`config.mk`:
```
export PLATFORM = sky130hd
export DESIGN_NAME = conv_row_engine
export DESIGN_NICKNAME = d
export VERILOG_FILES = /design/src/rtl/conv_row_engine.sv
export SDC_FILE = /design/constraint.sdc
export NUM_CORES = 1
export LEC_CHECK = 0
export BUFFER_PORTS_ARGS = -buffer_cell sky130_fd_sc_hd__buf_2
export CELL_PAD_IN_SITES_DETAIL_PLACEMENT = 1
export CELL_PAD_IN_SITES_GLOBAL_PLACEMENT = 2
export CORE_ASPECT_RATIO = 1.1
export CORE_MARGIN = 1
export CORE_UTILIZATION = 47
export DETAILED_ROUTE_END_ITERATION = 7
export PLACE_DENSITY = 0.95
export SLEW_MARGIN = 5
export SYNTH_ARGS = -nofsm -noshare
export SYNTH_HDL_FRONTEND = slang
export SYNTH_SLANG_ARGS = --single-unit
```
`constraint.sdc`:
```
create_clock -name i_clk -period 7.5 [get_ports i_clk]
set_clock_uncertainty 0.1 [all_clocks]
set_input_delay 1.5 -clock i_clk [delete_from_list [all_inputs] [get_ports i_clk]]
set_output_delay 1.5 -clock i_clk [all_outputs]
set_load 0.01 [all_outputs]
```
`src/rtl/conv_row_engine.sv`:
```
// rtl/conv_row_engine.sv - parametrised K-tap 1-D convolution row with saturating psum output
module conv_row_engine #(
  parameter int K      = 5,
  parameter int I_X    = 8,
  parameter int I_W    = 8,
  parameter int I_PSUM = 16,
  parameter int O_SAT  = 16
) (
  input  logic                     i_clk,
  input  logic                     i_rst,
  input  logic                     i_load,
  input  logic                     i_w_valid,
  input  logic signed [I_W-1:0]    i_w,
  output logic                     o_w_ready,
  input  logic                     i_x_valid,
  input  logic signed [I_X-1:0]    i_x,
  input  logic signed [I_PSUM-1:0] i_psum,
  input  logic                     i_row_start,
  input  logic                     i_relu,
  output logic                     o_x_ready,
  output logic signed [O_SAT-1:0]  o_psum,
  output logic                     o_valid
);

  localparam int P_W   = I_X + I_W;
  localparam int SUM_W = P_W + $clog2(K);
  localparam int ACC_W = ((SUM_W > I_PSUM) ? SUM_W : I_PSUM) + 1;
  localparam int WC_W  = $clog2(K);
  localparam int FC_W  = $clog2(K + 1);

  localparam logic [WC_W-1:0] W_LAST    = WC_W'(K - 1);
  localparam logic [FC_W-1:0] FILL_FULL = FC_W'(K);
  localparam logic [FC_W-1:0] FILL_ONE  = FC_W'(1);

  // Saturation bounds expressed in accumulator width (O_SAT never exceeds ACC_W here).
  localparam logic signed [ACC_W-1:0] SAT_MAX = {{(ACC_W-O_SAT+1){1'b0}}, {(O_SAT-1){1'b1}}};
  localparam logic signed [ACC_W-1:0] SAT_MIN = {{(ACC_W-O_SAT+1){1'b1}}, {(O_SAT-1){1'b0}}};

  typedef enum logic [1:0] {IDLE, LOAD, RUN} state_t;

  state_t                   state;
  logic [WC_W-1:0]          wcnt;
  logic signed [I_W-1:0]    w   [K];
  logic signed [I_X-1:0]    win [K];
  logic [FC_W-1:0]          fill;
  logic [FC_W-1:0]          fill_next;
  logic                     accept;

  // Window-stage sideband: result pending for the window just shifted in.
  logic                     x_hit;
  logic signed [I_PSUM-1:0] x_psum;
  logic                     x_relu;

  // Product stage.
  logic                     s1_valid;
  logic signed [P_W-1:0]    s1_prod [K];
  logic signed [I_PSUM-1:0] s1_psum;
  logic                     s1_relu;

  logic signed [ACC_W-1:0]  acc;
  logic signed [O_SAT-1:0]  sat_val;
  logic signed [O_SAT-1:0]  res_val;

  // A load request pre-empts any sample offered in the same cycle.
  assign accept = i_x_valid && o_x_ready && !i_load;

  // Row start restarts the warm-up count; otherwise count up and stick at K.
  always_comb begin
    fill_next = fill;
    if (i_row_start)
      fill_next = FILL_ONE;
    else if (fill != FILL_FULL)
      fill_next = fill + FILL_ONE;
  end

  // Control FSM: weight loading handshake and run-mode ready, outputs registered.
  always_ff @(posedge i_clk) begin
    if (i_rst) begin
      state     <= IDLE;
      wcnt      <= '0;
      o_w_ready <= 1'b0;
      o_x_ready <= 1'b0;
      for (int k = 0; k < K; k++) w[k] <= '0;
    end else if (i_load) begin
      state     <= LOAD;
      wcnt      <= '0;
      o_w_ready <= 1'b1;
      o_x_ready <= 1'b0;
    end else begin
      case (state)
        LOAD: begin
          if (i_w_valid) begin
            w[wcnt] <= i_w;
            if (wcnt == W_LAST) begin
              state     <= RUN;
              wcnt      <= '0;
              o_w_ready <= 1'b0;
              o_x_ready <= 1'b1;
            end else begin
              wcnt <= wcnt + 1'b1;
            end
          end
        end
        default: ;
      endcase
    end
  end

  // Sliding window, fill counter and the sideband captured with each sample.
  always_ff @(posedge i_clk) begin
    if (i_rst) begin
      for (int k = 0; k < K; k++) win[k] <= '0;
      fill   <= '0;
      x_hit  <= 1'b0;
      x_psum <= '0;
      x_relu <= 1'b0;
    end else if (i_load) begin
      fill  <= '0;
      x_hit <= 1'b0;
    end else begin
      x_hit <= accept && (fill_next == FILL_FULL);
      if (accept) begin
        win[0] <= i_x;
        for (int k = 1; k < K; k++) win[k] <= win[k-1];
        fill   <= fill_next;
        x_psum <= i_psum;
        x_relu <= i_relu;
      end
    end
  end

  // Full-precision products of the current window against the weights.
  always_ff @(posedge i_clk) begin
    if (i_rst) begin
      for (int k = 0; k < K; k++) s1_prod[k] <= '0;
      s1_valid <= 1'b0;
      s1_psum  <= '0;
      s1_relu  <= 1'b0;
    end else if (i_load) begin
      s1_valid <= 1'b0;
    end else begin
      s1_valid <= x_hit;
      if (x_hit) begin
        for (int k = 0; k < K; k++)
          s1_prod[k] <= $signed({{I_X{w[k][I_W-1]}}, w[k]}) *
                        $signed({{I_W{win[k][I_X-1]}}, win[k]});
        s1_psum <= x_psum;
        s1_relu <= x_relu;
      end
    end
  end

  // Sign-extended accumulate, clamp to the output range, then optional ReLU.
  always_comb begin
    acc = {{(ACC_W-I_PSUM){s1_psum[I_PSUM-1]}}, s1_psum};
    for (int k = 0; k < K; k++)
      acc = acc + {{(ACC_W-P_W){s1_prod[k][P_W-1]}}, s1_prod[k]};
    if (acc > SAT_MAX)
      sat_val = {1'b0, {(O_SAT-1){1'b1}}};
    else if (acc < SAT_MIN)
      sat_val = {1'b1, {(O_SAT-1){1'b0}}};
    else
      sat_val = acc[O_SAT-1:0];
    res_val = (s1_relu && sat_val[O_SAT-1]) ? '0 : sat_val;
  end

  // Output register: one-cycle strobe, value held between results.
  always_ff @(posedge i_clk) begin
    if (i_rst) begin
      o_psum  <= '0;
      o_valid <= 1'b0;
    end else if (i_load) begin
      o_valid <= 1'b0;
    end else begin
      o_valid <= s1_valid;
      if (s1_valid) o_psum <= res_val;
    end
  end

endmodule

```
==> impl_metrics.toml, run 1 <==
[grt]
grt_antenna_before_repair = 4
first_global_vias = 17800
grt_use_total_pct = 25.9
globalRoute.totalOverflow = 0
grt_pass1_wl_um = 96900
grt_start_max_net_pins = 84

[floorplanning]
die_footprint_mm2 = 0.0489
number_of_placement_rows = 83
core_area_mm2 = 0.0470
floorplan.initialDensity_pct = 48.0
ios = 58
die_height_um = 232
die-width_um = 211

[yosys]
synth_ff_type = "sky130_fd_sc_hd__edfxtp_1"
synth_enable_flop_cells = 160
syn-num-nets = 2753
post_synth.cell_area_avg_um2 = 10.2
synth.lib_cells_used.distinct = 61
async_flop_share_pct = 0
synth.yosys.warnings = 0
cell_type_with_the_highest_aggregate_area_in_the_netlist = "sky130_fd_sc_hd__fa_1"
netlist_top_cells_area = "sky130_fd_sc_hd__fa_1 30%, sky130_fd_sc_hd__edfxtp_1 21%, sky130_fd_sc_hd__ha_1 9.3%, sky130_fd_sc_hd__inv_1 8.0%, sky130_fd_sc_hd__and2_1 7.0%"
synth_sequential_area_ratio_pct = 26.7
synth_seq_cells = 221
postSynthCellCount = 2206
synthesis.area_mm2 = 0.0226
synth_top_area_share_pct = 30.2

[placed_design]
numPlacedInstances = 2872
gp_congestion = 0.887
place_worst_setup_slack_ns = 2.28
numPortBuffers = 57
place.detailed.hpwl_um = 48800
instance_area_at_placement_mm2 = 0.0236

[clock_tree]
clock_insertion_delay_worst_skew_ns = 0.57
max-clock-path-buffers = 3
tritoncts_num_sinks = 221
cts_made_buffers = 27
ctsRootBufferMaster = "sky130_fd_sc_hd__clkbuf_16"
cts_tree = "built"
post_cts.repair.setup_buffers = 0
clock_input_transition_at_the_sequential_cells_of_the_worst_setup_and_hold_paths_ns = 0.06
ctsHtreeMaxLevel = 1
post_cts.resized_instances = 0
ctsHoldBuffers = 0

[worst_setup_path]
critical_path_peak_fanout = 15
worst_reg2reg_path_length_in_cells = 13
worstSetupEndpointType = "flip-flop"
timing.rr.end = "o_psum[5]$_SDFFE_PP0P_"
cp_startpoint_kind = "flip-flop"
crit_arrival_ns = 5.54
worst_setup_ep = "o_psum[5]$_SDFFE_PP0P_"
worst-endpoint-required_ns = 7.85
r2r_slack_ns = 2.31
startpoint = "s1_prod[0][34]$_SDFFCE_PN0P_"
criticalPathCategory = "reg2reg"
reg_to_reg_startpoint = "s1_prod[0][34]$_SDFFCE_PN0P_"

[pwr]
design_power_mw = 4.48
ratio_of_total_power_to_cell_area_mw_per_mm2 = 183
largest_vdd_supply_drop_mv = 0.142
total_leakage_power_nw = 11.3

[final_layout]
layout.nets = 2811
post_route_cells_drive_above_1_share_pct = 6.04
area_growth_pct = 8.64
layout.cell_area.non_filler_mm2 = 0.0245
stdcell_count = 2921

[timing]
setup_tns_ns = 0
final_period_minus_worst_setup_slack_ns = 5.19
worst_slew_pin_slew_ns = 1.17
timing.final.max_slew_violations = 0
total_count_of_hold_check_failures_in_the_final_report = 0
final-setup-viol-count = 0
final_critical_path_setup_slack_ns = 2.31
rsz0062_at_grt = "false"
timing.final.crit_share_pct = 69.2
worst_rel_slew_slack_pct = 21.9
fmaxAchievable_mhz = 193

[drt]
drt_iter0_drc = 726
first_pass_iters = 6
route.final.wire_length_um = 60600
routed_via_density = 5.26
final_antenna_net_count = 0
drc = 0
vias = 15400
routed_wire_length_per_instance_um = 20.8

[run]
maxCapViolations = 0

[min_path]
min-delay-path-class = "reg2reg"
min_path_cells = 2

[status]
outcome = "finished clean"
-- critical path: stages (launching register included) --
cell,delay [ns]
sky130_fd_sc_hd__edfxtp_1,0.41
sky130_fd_sc_hd__fa_1,0.52
sky130_fd_sc_hd__fa_1,0.57
sky130_fd_sc_hd__fa_1,0.42
sky130_fd_sc_hd__ha_1,0.26
sky130_fd_sc_hd__fa_1,0.45
sky130_fd_sc_hd__a21oi_1,0.26
sky130_fd_sc_hd__o211ai_2,0.18
sky130_fd_sc_hd__o311ai_0,0.40
sky130_fd_sc_hd__mux2_2,0.39
sky130_fd_sc_hd__a211oi_2,0.34
sky130_fd_sc_hd__a41oi_2,0.43
sky130_fd_sc_hd__nor2_1,0.27
sky130_fd_sc_hd__o21ai_1,0.08
-- worst min-delay path by stage --
stage / slack [ns] / startpoint / to
finish: 0.34 / o_psum[2]$_SDFFE_PP0P_ / o_psum[2]$_SDFFE_PP0P_
global route: 0.38 / o_psum[7]$_SDFFE_PP0P_ / o_psum[7]$_SDFFE_PP0P_
CTS: 0.35 / o_psum[2]$_SDFFE_PP0P_ / o_psum[2]$_SDFFE_PP0P_
detailed placement: 0.34 / o_psum[2]$_SDFFE_PP0P_ / o_psum[2]$_SDFFE_PP0P_
global placement: 0.34 / o_psum[5]$_SDFFE_PP0P_ / o_psum[5]$_SDFFE_PP0P_
floorplan: 0.33 / x_psum[10]$_SDFFE_PP0P_ / s1_psum[10]$_SDFFE_PP0P_
-- layout make-up --
cell class / count / area [um2]
fillers: 5213 / 22500
multi-input cells: 1467 / 14600
well taps: 637 / 797
clock inverters: 14 / 179
clock buffers: 34 / 764
inverters: 481 / 1810
repair buffers: 66 / 353
diodes: 1 / 2.50
flip-flops and latches: 221 / 6030
-- placed cells by master, fill, tap and decap left out, types with 10 or more instances in the layout --
cell                          n
sky130_fd_sc_hd__nand3_1     14
sky130_fd_sc_hd__and2_1     251
sky130_fd_sc_hd__a21o_1      19
sky130_fd_sc_hd__or2_2       10
sky130_fd_sc_hd__o21ai_0     46
sky130_fd_sc_hd__nand2b_1    47
sky130_fd_sc_hd__and3_1      41
sky130_fd_sc_hd__edfxtp_1   160
sky130_fd_sc_hd__a21oi_1     57
sky130_fd_sc_hd__xnor2_1     65
sky130_fd_sc_hd__a22o_1      21
sky130_fd_sc_hd__buf_2       57
sky130_fd_sc_hd__clkbuf_16   29
sky130_fd_sc_hd__inv_1      479
sky130_fd_sc_hd__nand2_1    153
sky130_fd_sc_hd__dfxtp_1     61
sky130_fd_sc_hd__nor2_1      78
sky130_fd_sc_hd__o21ai_1     15
sky130_fd_sc_hd__nor2b_1     15
sky130_fd_sc_hd__xor2_1      19
sky130_fd_sc_hd__fa_1       341
sky130_fd_sc_hd__or3_1       10
sky130_fd_sc_hd__ha_1       167
sky130_fd_sc_hd__nor3_1      34
-- sequential cells by signal, summed over array words and instances (netlist names) --
| signal | flops |
|---|---|
| x_psum | 16 |
| o_psum | 16 |
| fill | 3 |
| x_hit | 1 |
| s1_psum | 16 |
| s1_relu | 1 |
| o_w_ready | 1 |
| s1_prod | 80 |
| x_relu | 1 |
| win | 40 |
| o_valid | 1 |
| s1_valid | 1 |
| w | 40 |
| state | 1 |
| wcnt | 3 |
-- cell families after synthesis --
kind of cell / count (synthesis) / share of synthesized area, %
AOI/OAI and AO/OA: 207 / 6.01
and+or+nand+nor: 667 / 15.8
buffers and inverters: 518 / 8.71
adders and majority gates: 508 / 39.5
DFF: 221 / 26.7
xor gates and xnor gates: 84 / 3.26
muxes: 1 / 0.0499
-- through the flow --
stage | hold WS [ns] | util, %
final | 0.344 | 52.1
after global routing | 0.378 | 52.1
after CTS | 0.352 | 52.1
after detailed placement | 0.343 | 50.1
after global placement | 0.335 | 50.1
after floorplan | 0.325 | -
-- power by group --
part,internal (mW),switching (mW)
clock network,0.855,0.572
logic,0.684,0.976
registers,1.34,0.0501
-- synthesized netlist by cell type (2+ instances only) --
library cell / count
sky130_fd_sc_hd__a211o_1: 2
sky130_fd_sc_hd__nand3_1: 14
sky130_fd_sc_hd__o211ai_1: 4
sky130_fd_sc_hd__nor3_1: 34
sky130_fd_sc_hd__nor2_1: 80
sky130_fd_sc_hd__and3_1: 41
sky130_fd_sc_hd__a21oi_2: 2
sky130_fd_sc_hd__a211oi_1: 4
sky130_fd_sc_hd__fa_1: 341
sky130_fd_sc_hd__xor2_1: 19
sky130_fd_sc_hd__buf_4: 2
sky130_fd_sc_hd__edfxtp_1: 160
sky130_fd_sc_hd__o21ai_1: 15
sky130_fd_sc_hd__or2_2: 10
sky130_fd_sc_hd__a22o_1: 21
sky130_fd_sc_hd__inv_1: 481
sky130_fd_sc_hd__o21a_1: 4
sky130_fd_sc_hd__nor4b_1: 2
sky130_fd_sc_hd__dfxtp_1: 61
sky130_fd_sc_hd__and2_1: 251
sky130_fd_sc_hd__o21ai_0: 46
sky130_fd_sc_hd__nand2b_1: 47
sky130_fd_sc_hd__a21o_1: 19
sky130_fd_sc_hd__or3_1: 10
sky130_fd_sc_hd__xnor2_1: 65
sky130_fd_sc_hd__clkbuf_1: 32
sky130_fd_sc_hd__ha_1: 167
sky130_fd_sc_hd__a21oi_1: 57
sky130_fd_sc_hd__a31oi_1: 8
sky130_fd_sc_hd__nand2_1: 154
sky130_fd_sc_hd__o21bai_1: 6
sky130_fd_sc_hd__a41oi_1: 4
sky130_fd_sc_hd__nor2b_1: 15
-- per-layer routing --
metal	up-vias	GRT usage [%]	routed length, um
li1	6980	-	-
met1	7968	31.1	24500
met2	322	46.8	31000
met3	109	3.08	2580
met4	0	10.6	2570
met5	-	0	0
Power figures use the tool's default switching activity.
==> run 2: changes to the inputs <==
Settings changed: ABC_AREA set to 1, CORE_UTILIZATION 47 to 41, PLACE_DENSITY 0.95 to 0.92.
Clock period 7.5 ns to 5 ns, I/O delays scaled along.
==> impl_metrics.toml, run 2 <==
[clock_tree]
cts_made_buffers = 28
ctsHoldBuffers = 0
tritoncts_num_sinks = 221
ctsHtreeMaxLevel = 1
clock_input_transition_at_the_sequential_cells_of_the_worst_setup_and_hold_paths_ns = 0.06
max-clock-path-buffers = 3
ctsRootBufferMaster = "sky130_fd_sc_hd__clkbuf_16"
cts_tree = "built"
clock_insertion_delay_worst_skew_ns = 0.59

[worst_setup_path]
cpMaxStageDelayCell = "sky130_fd_sc_hd__fa_1"
critical_path_peak_fanout = 4
critical_path.cell_chain = "buf_4 > nand2_1 > inv_1 > fa_1 > inv_1 > fa_1 > fa_1 > fa_1 > inv_1 > ha_1 > inv_1 > o21bai_1 > nor2_1 > a21boi_0 > o21ai_1 > a21oi_1 > o21bai_1 > nor2_1 > nor2_1"
criticalPathCategory = "reg2reg"
cp_startpoint_kind = "flip-flop"
worst_reg2reg_path_length_in_cells = 19
critical-path-max-stage-delay_ns = 0.57
worst-endpoint-required_ns = 5.22
crit_arrival_ns = 4.98
worstSetupEndpointType = "flip-flop"

[floorplanning]
die_height_um = 253
number_of_placement_rows = 91
die-width_um = 230
core_area_mm2 = 0.0562
ios = 58
die_footprint_mm2 = 0.0581
floorplan.initialDensity_pct = 41.6

[yosys]
synth_top_area_share_pct = 29.2
syn-num-nets = 3276
async_flop_share_pct = 0
cell_type_with_the_highest_aggregate_area_in_the_netlist = "sky130_fd_sc_hd__fa_1"
netlist_top_cells_count = "818 x sky130_fd_sc_hd__inv_1, 499 x sky130_fd_sc_hd__nand2_1, 341 x sky130_fd_sc_hd__fa_1, 167 x sky130_fd_sc_hd__ha_1, 160 x sky130_fd_sc_hd__edfxtp_1"
synth_sequential_area_ratio_pct = 25.7
synth.yosys.warnings = 0
synth.lib_cells_used.distinct = 39
cell_with_the_most_instances_after_synthesis = "sky130_fd_sc_hd__inv_1"
synth_seq_cells = 221
postSynthCellCount = 2729
synth_enable_flop_cells = 160
synthesis.area_mm2 = 0.0234
synth_ff_type = "sky130_fd_sc_hd__edfxtp_1"
post_synth.cell_area_avg_um2 = 8.58
netlist_top_cells_area = "sky130_fd_sc_hd__fa_1 29%, sky130_fd_sc_hd__edfxtp_1 21%, sky130_fd_sc_hd__inv_1 13%, sky130_fd_sc_hd__ha_1 8.9%, sky130_fd_sc_hd__nand2_1 8.0%"

[final_layout]
post_route_cells_drive_above_1_share_pct = 8.19
mostFrequentLayoutCells = "817 x sky130_fd_sc_hd__inv_1, 497 x sky130_fd_sc_hd__nand2_1, 341 x sky130_fd_sc_hd__fa_1"
regMostFlops = "s1_prod"
largest_register_ffs = 80
fill_cells = 6699
antenna_cells = 0
final_common_cell = "sky130_fd_sc_hd__inv_1"
stdcell_count = 3551
layout.nets = 3334
area_growth_pct = 9.54
sequential_cell_area_mm2 = 0.00603
largest_registers = "s1_prod (80), w (40), win (40)"
multiInputGateArea_mm2 = 0.0139
post-route-util_pct = 45.6
layout.cell_area.non_filler_mm2 = 0.0256

[drt]
route.final.wire_length_um = 65200
drc = 0
final_antenna_net_count = 0
routed_wire_length_per_instance_um = 18.4
drt_iter0_drc = 696
routed_via_density = 4.84
vias = 17200
first_pass_iters = 5

[min_path]
min-delay-path-class = "reg2reg"
min_path_cells = 2

[run]
maxCapViolations = 0

[timing]
fmaxAchievable_mhz = 210
final_period_minus_worst_setup_slack_ns = 4.76
final-setup-viol-count = 0
timing.hold.ws_ns = 0.368
worst_slew_pin_slew_ns = 0.951
total_count_of_hold_check_failures_in_the_final_report = 0
timing.final.crit_share_pct = 95.2
timing.final.max_slew_violations = 0
worst_rel_slew_slack_pct = 36.6
rsz0062_at_grt = "true"

[placed_design]
instance_area_at_placement_mm2 = 0.0244
numPlacedInstances = 3449
place.detailed.hpwl_um = 52400
numPortBuffers = 57
gp_congestion = 0.888

[grt]
grt_start_max_net_pins = 58
grt_pass1_wl_um = 105000
globalRoute.totalOverflow = 0
first_global_vias = 19500
grt_use_total_pct = 23.1
grt_antenna_before_repair = 1

[pwr]
design_power_mw = 6.57
ratio_of_total_power_to_cell_area_mw_per_mm2 = 256
total_leakage_power_nw = 13.3
largest_vdd_supply_drop_mv = 0.272

[status]
outcome = "finished clean"
run 2: cell types whose count changed after synthesis, sizes merged, moves of 29 or more:
cell,previous run,this run
and2,251,0
o21ai,61,90
nand2,155,503
a21oi,60,130
clkbuf,32,90
inv,481,823
nor2,80,149
nand2b,47,0
xnor2,65,34
nand3,15,63
and3,41,2
run 2: report_power, final:
group          internal (mW)  total (mW)  switching [mW]
logic                  0.922        2.52            1.60
clock network           1.10        1.97           0.869
registers               2.01        2.08          0.0707
total                   4.03        6.57            2.54
run 2: path summary, 6_finish.rpt:
kind	endpoint	startpoint	slack (ns)
worst max-delay path	s1_prod[0][63]$_SDFFCE_PN0P_	w[3][6]$_SDFFCE_PN0P_	0.24
worst min-delay path	o_psum[3]$_SDFFE_PP0P_	o_psum[3]$_SDFFE_PP0P_	0.37
worst min register to register	o_psum[3]$_SDFFE_PP0P_	o_psum[3]$_SDFFE_PP0P_	0.37
worst max register to register	s1_prod[0][63]$_SDFFCE_PN0P_	w[3][6]$_SDFFCE_PN0P_	0.24
run 2: critical path, delay by kind of cell (launching register included):
family,cells,cell delay (ns)
fa+ha+maj,5,2.34
compound gates,5,0.84
flops,1,0.45
buf+inv,5,0.44
simple gates,4,0.34
run 2: timing repair:
action / 4_1_cts / 5_1_grt
setup buffers: 0 / 52
gates resized for setup: 0 / 10
setup endpoints to repair: 0 / 9
endpoints found under the hold margin: 0 / 0
run 2: cell families (layout without fill, tap and decap cells):
kind of cell / count (synthesis) / after routing / synth area share, %
xor gates and xnor gates: 47 / 47 / 1.76
buffers and inverters: 919 / 997 / 14.8
DFF: 221 / 221 / 25.7
and+or+nand+nor: 767 / 767 / 13.2
AOI/OAI and AO/OA: 267 / 267 / 6.36
adders and majority gates: 508 / 508 / 38.1
run 2: routing by layer:
layer	routed length, um	track usage, %	up-vias
met4	1900	6.85	0
met1	27600	28.6	8733
met2	34000	42.7	235
li1	-	-	8146
met3	1630	1.73	84
met5	0	0	-
run 2: area by class of cell:
cell class,count,share of cell area [%]
clock inverter,12,0.361
inverter,823,12.0
multi-input combinational,1589,54.3
tap,744,3.63
clock buffer,38,3.05
timing repair buffer,124,3.07
sequential,221,23.5
run 2: per-stage QoR:
step	setup TNS [ns]	worst slack, ns
after floorplan	0	0.460
after global placement	0	0.191
after detailed placement	0	0.132
after CTS	0	0.0806
after global routing	-0.0552	-0.0355
final	0	0.241
==> run 3: changes to the inputs <==
Clock period 5 ns to 4.71 ns, I/O delays scaled along.
==> impl_metrics.toml, run 3 (synthesis results as in run 2) <==
[timing]
fmaxAchievable_mhz = 212
timing.hold.ws_ns = 0.366
worst_slew_pin_slew_ns = 0.639
setup_tns_ns = -0.0130
timing.final.crit_share_pct = 100
final_period_minus_worst_setup_slack_ns = 4.72
total_count_of_hold_check_failures_in_the_final_report = 0
rsz0062_at_grt = "true"
final-setup-viol-count = 1
timing.final.max_slew_violations = 0
final_critical_path_setup_slack_ns = -0.0130
worst_rel_slew_slack_pct = 57.0

[worst_setup_path]
critical_path_peak_fanout = 5
crit_arrival_ns = 5.02
critical_path.cell_chain = "buf_4 > buf_4 > nand2_1 > inv_1 > fa_1 > inv_1 > fa_1 > fa_1 > fa_1 > inv_1 > ha_2 > nand2_1 > o21ai_2 > a21oi_1 > o21bai_1 > o21ai_1 > a21oi_2"
criticalPathCategory = "reg2reg"
worst_path_dominant_cell_family = "adder cells"
worst-endpoint-required_ns = 5.00
critical-path-max-stage-delay_ns = 0.59
cp_startpoint_kind = "flip-flop"
cp.buffers_inverters = 5
worst_path_most_repeated_cell = "sky130_fd_sc_hd__fa_1"
worstSetupEndpointType = "flip-flop"
cpMaxStageDelayCell = "sky130_fd_sc_hd__fa_1"

[grt]
grt_pass1_wl_um = 102000
grt_start_max_net_pins = 81
globalRoute.totalOverflow = 0
first_global_vias = 19600
grt_use_total_pct = 22.4
grt_antenna_before_repair = 2

[final_layout]
final_common_cell = "sky130_fd_sc_hd__inv_1"
post_route_cells_drive_above_1_share_pct = 12.0
post-route-util_pct = 46.8
stdcell_count = 3604
antenna_cells = 0
largest_register_ffs = 80
largest_registers = "s1_prod (80), w (40), win (40)"
layout.nets = 3388
fill_cells = 6687
area_growth_pct = 12.5
mostFrequentLayoutCells = "810 x sky130_fd_sc_hd__inv_1, 492 x sky130_fd_sc_hd__nand2_1, 335 x sky130_fd_sc_hd__fa_1"
regMostFlops = "s1_prod"
layout.cell_area.non_filler_mm2 = 0.0263

[drt]
route.final.wire_length_um = 64600
vias = 17400
drc = 0
routed_wire_length_per_instance_um = 17.9
first_pass_iters = 7
final_antenna_net_count = 0
drt_iter0_drc = 894
routed_via_density = 4.83

[floorplanning]
die_height_um = 253
ios = 58
floorplan.initialDensity_pct = 41.6
die_footprint_mm2 = 0.0581
number_of_placement_rows = 91
core_area_mm2 = 0.0562
die-width_um = 230

[pwr]
largest_vdd_supply_drop_mv = 0.259
design_power_mw = 7.15
total_leakage_power_nw = 13.6
ratio_of_total_power_to_cell_area_mw_per_mm2 = 271

[clock_tree]
max-clock-path-buffers = 3
cts_tree = "built"
cts_made_buffers = 26
clock_input_transition_at_the_sequential_cells_of_the_worst_setup_and_hold_paths_ns = 0.06
ctsHtreeMaxLevel = 1
ctsRootBufferMaster = "sky130_fd_sc_hd__clkbuf_16"
tritoncts_num_sinks = 221
clock_insertion_delay_worst_skew_ns = 0.59

[placed_design]
place_worst_setup_slack_ns = -0.0964
place.detailed.hpwl_um = 51400
numPlacedInstances = 3474
gp_congestion = 0.897
numPortBuffers = 57
instance_area_at_placement_mm2 = 0.0246

[run]
maxCapViolations = 0

[status]
outcome = "complete, but fails checks"
violations = "negative setup slack"

[min_path]
min-delay-path-class = "reg2reg"
==> run 3: cell types whose count changed in the layout (fill, tap and decap cells not counted), sizes merged <==
cell | previous run | this run
buf | 124 | 180
bufinv | 0 | 1
clkbuf | 38 | 35
clkinvlp | 1 | 3
inv | 826 | 823
==> run 3: report_power, final <==
part	internal (mW)	total, mW	switching (mW)	leakage, nW
Clock	1.21	2.10	0.886	0.430
Combinational	1.08	2.86	1.78	11.0
Sequential	2.13	2.19	0.0587	2.14
==> run 3: worst register-to-register path: cells and delay by family, from the launching register on <==
kind / cells / cell delay (ns)
AND/OR/NAND/NOR: 2 / 0.14
AO/OA/AOI/OAI: 5 / 0.85
buffers and inverters: 5 / 0.57
adder cells (fa/ha/maj): 5 / 2.48
flip-flops: 1 / 0.44
==> run 3: timing repair <==
item,in CTS,in global routing
buffers inserted,10,73
gates resized for setup,7,78
endpoints found under the setup margin,3,24
hold buffers,0,0
pin swaps,0,27
==> run 3: final cells by class <==
cell class,instances,area (um2),share of cell area [%]
sequential,221,6030,22.9
multi-input combinational,1589,14200,53.8
timing repair buffer,180,1250,4.74
inverter,823,3090,11.7
clock buffer,35,777,2.95
tap,744,931,3.53
clock inverter,12,103,0.390
==> run 3: final timing paths <==
path,slack [ns],cells after the start,endpoint,from
max reg2reg,-0.01,17,s1_prod[0][46]$_SDFFCE_PN0P_,w[2][6]$_SDFFCE_PN0P_
max,-0.01,17,s1_prod[0][46]$_SDFFCE_PN0P_,w[2][6]$_SDFFCE_PN0P_
min,0.37,2,o_psum[3]$_SDFFE_PP0P_,o_psum[3]$_SDFFE_PP0P_
min reg2reg,0.37,2,o_psum[3]$_SDFFE_PP0P_,o_psum[3]$_SDFFE_PP0P_
==> run 3: per-layer routing <==
| metal | share of wire (%) | vias up | global-route usage, % |
|---|---|---|---|
| met5 | 0.026 | - | 0 |
| met4 | 3.7 | 2 | 8.19 |
| met3 | 2.8 | 120 | 2.12 |
| met2 | 51 | 260 | 40.6 |
| met1 | 42 | 8786 | 27.6 |
| li1 | - | 8257 | - |
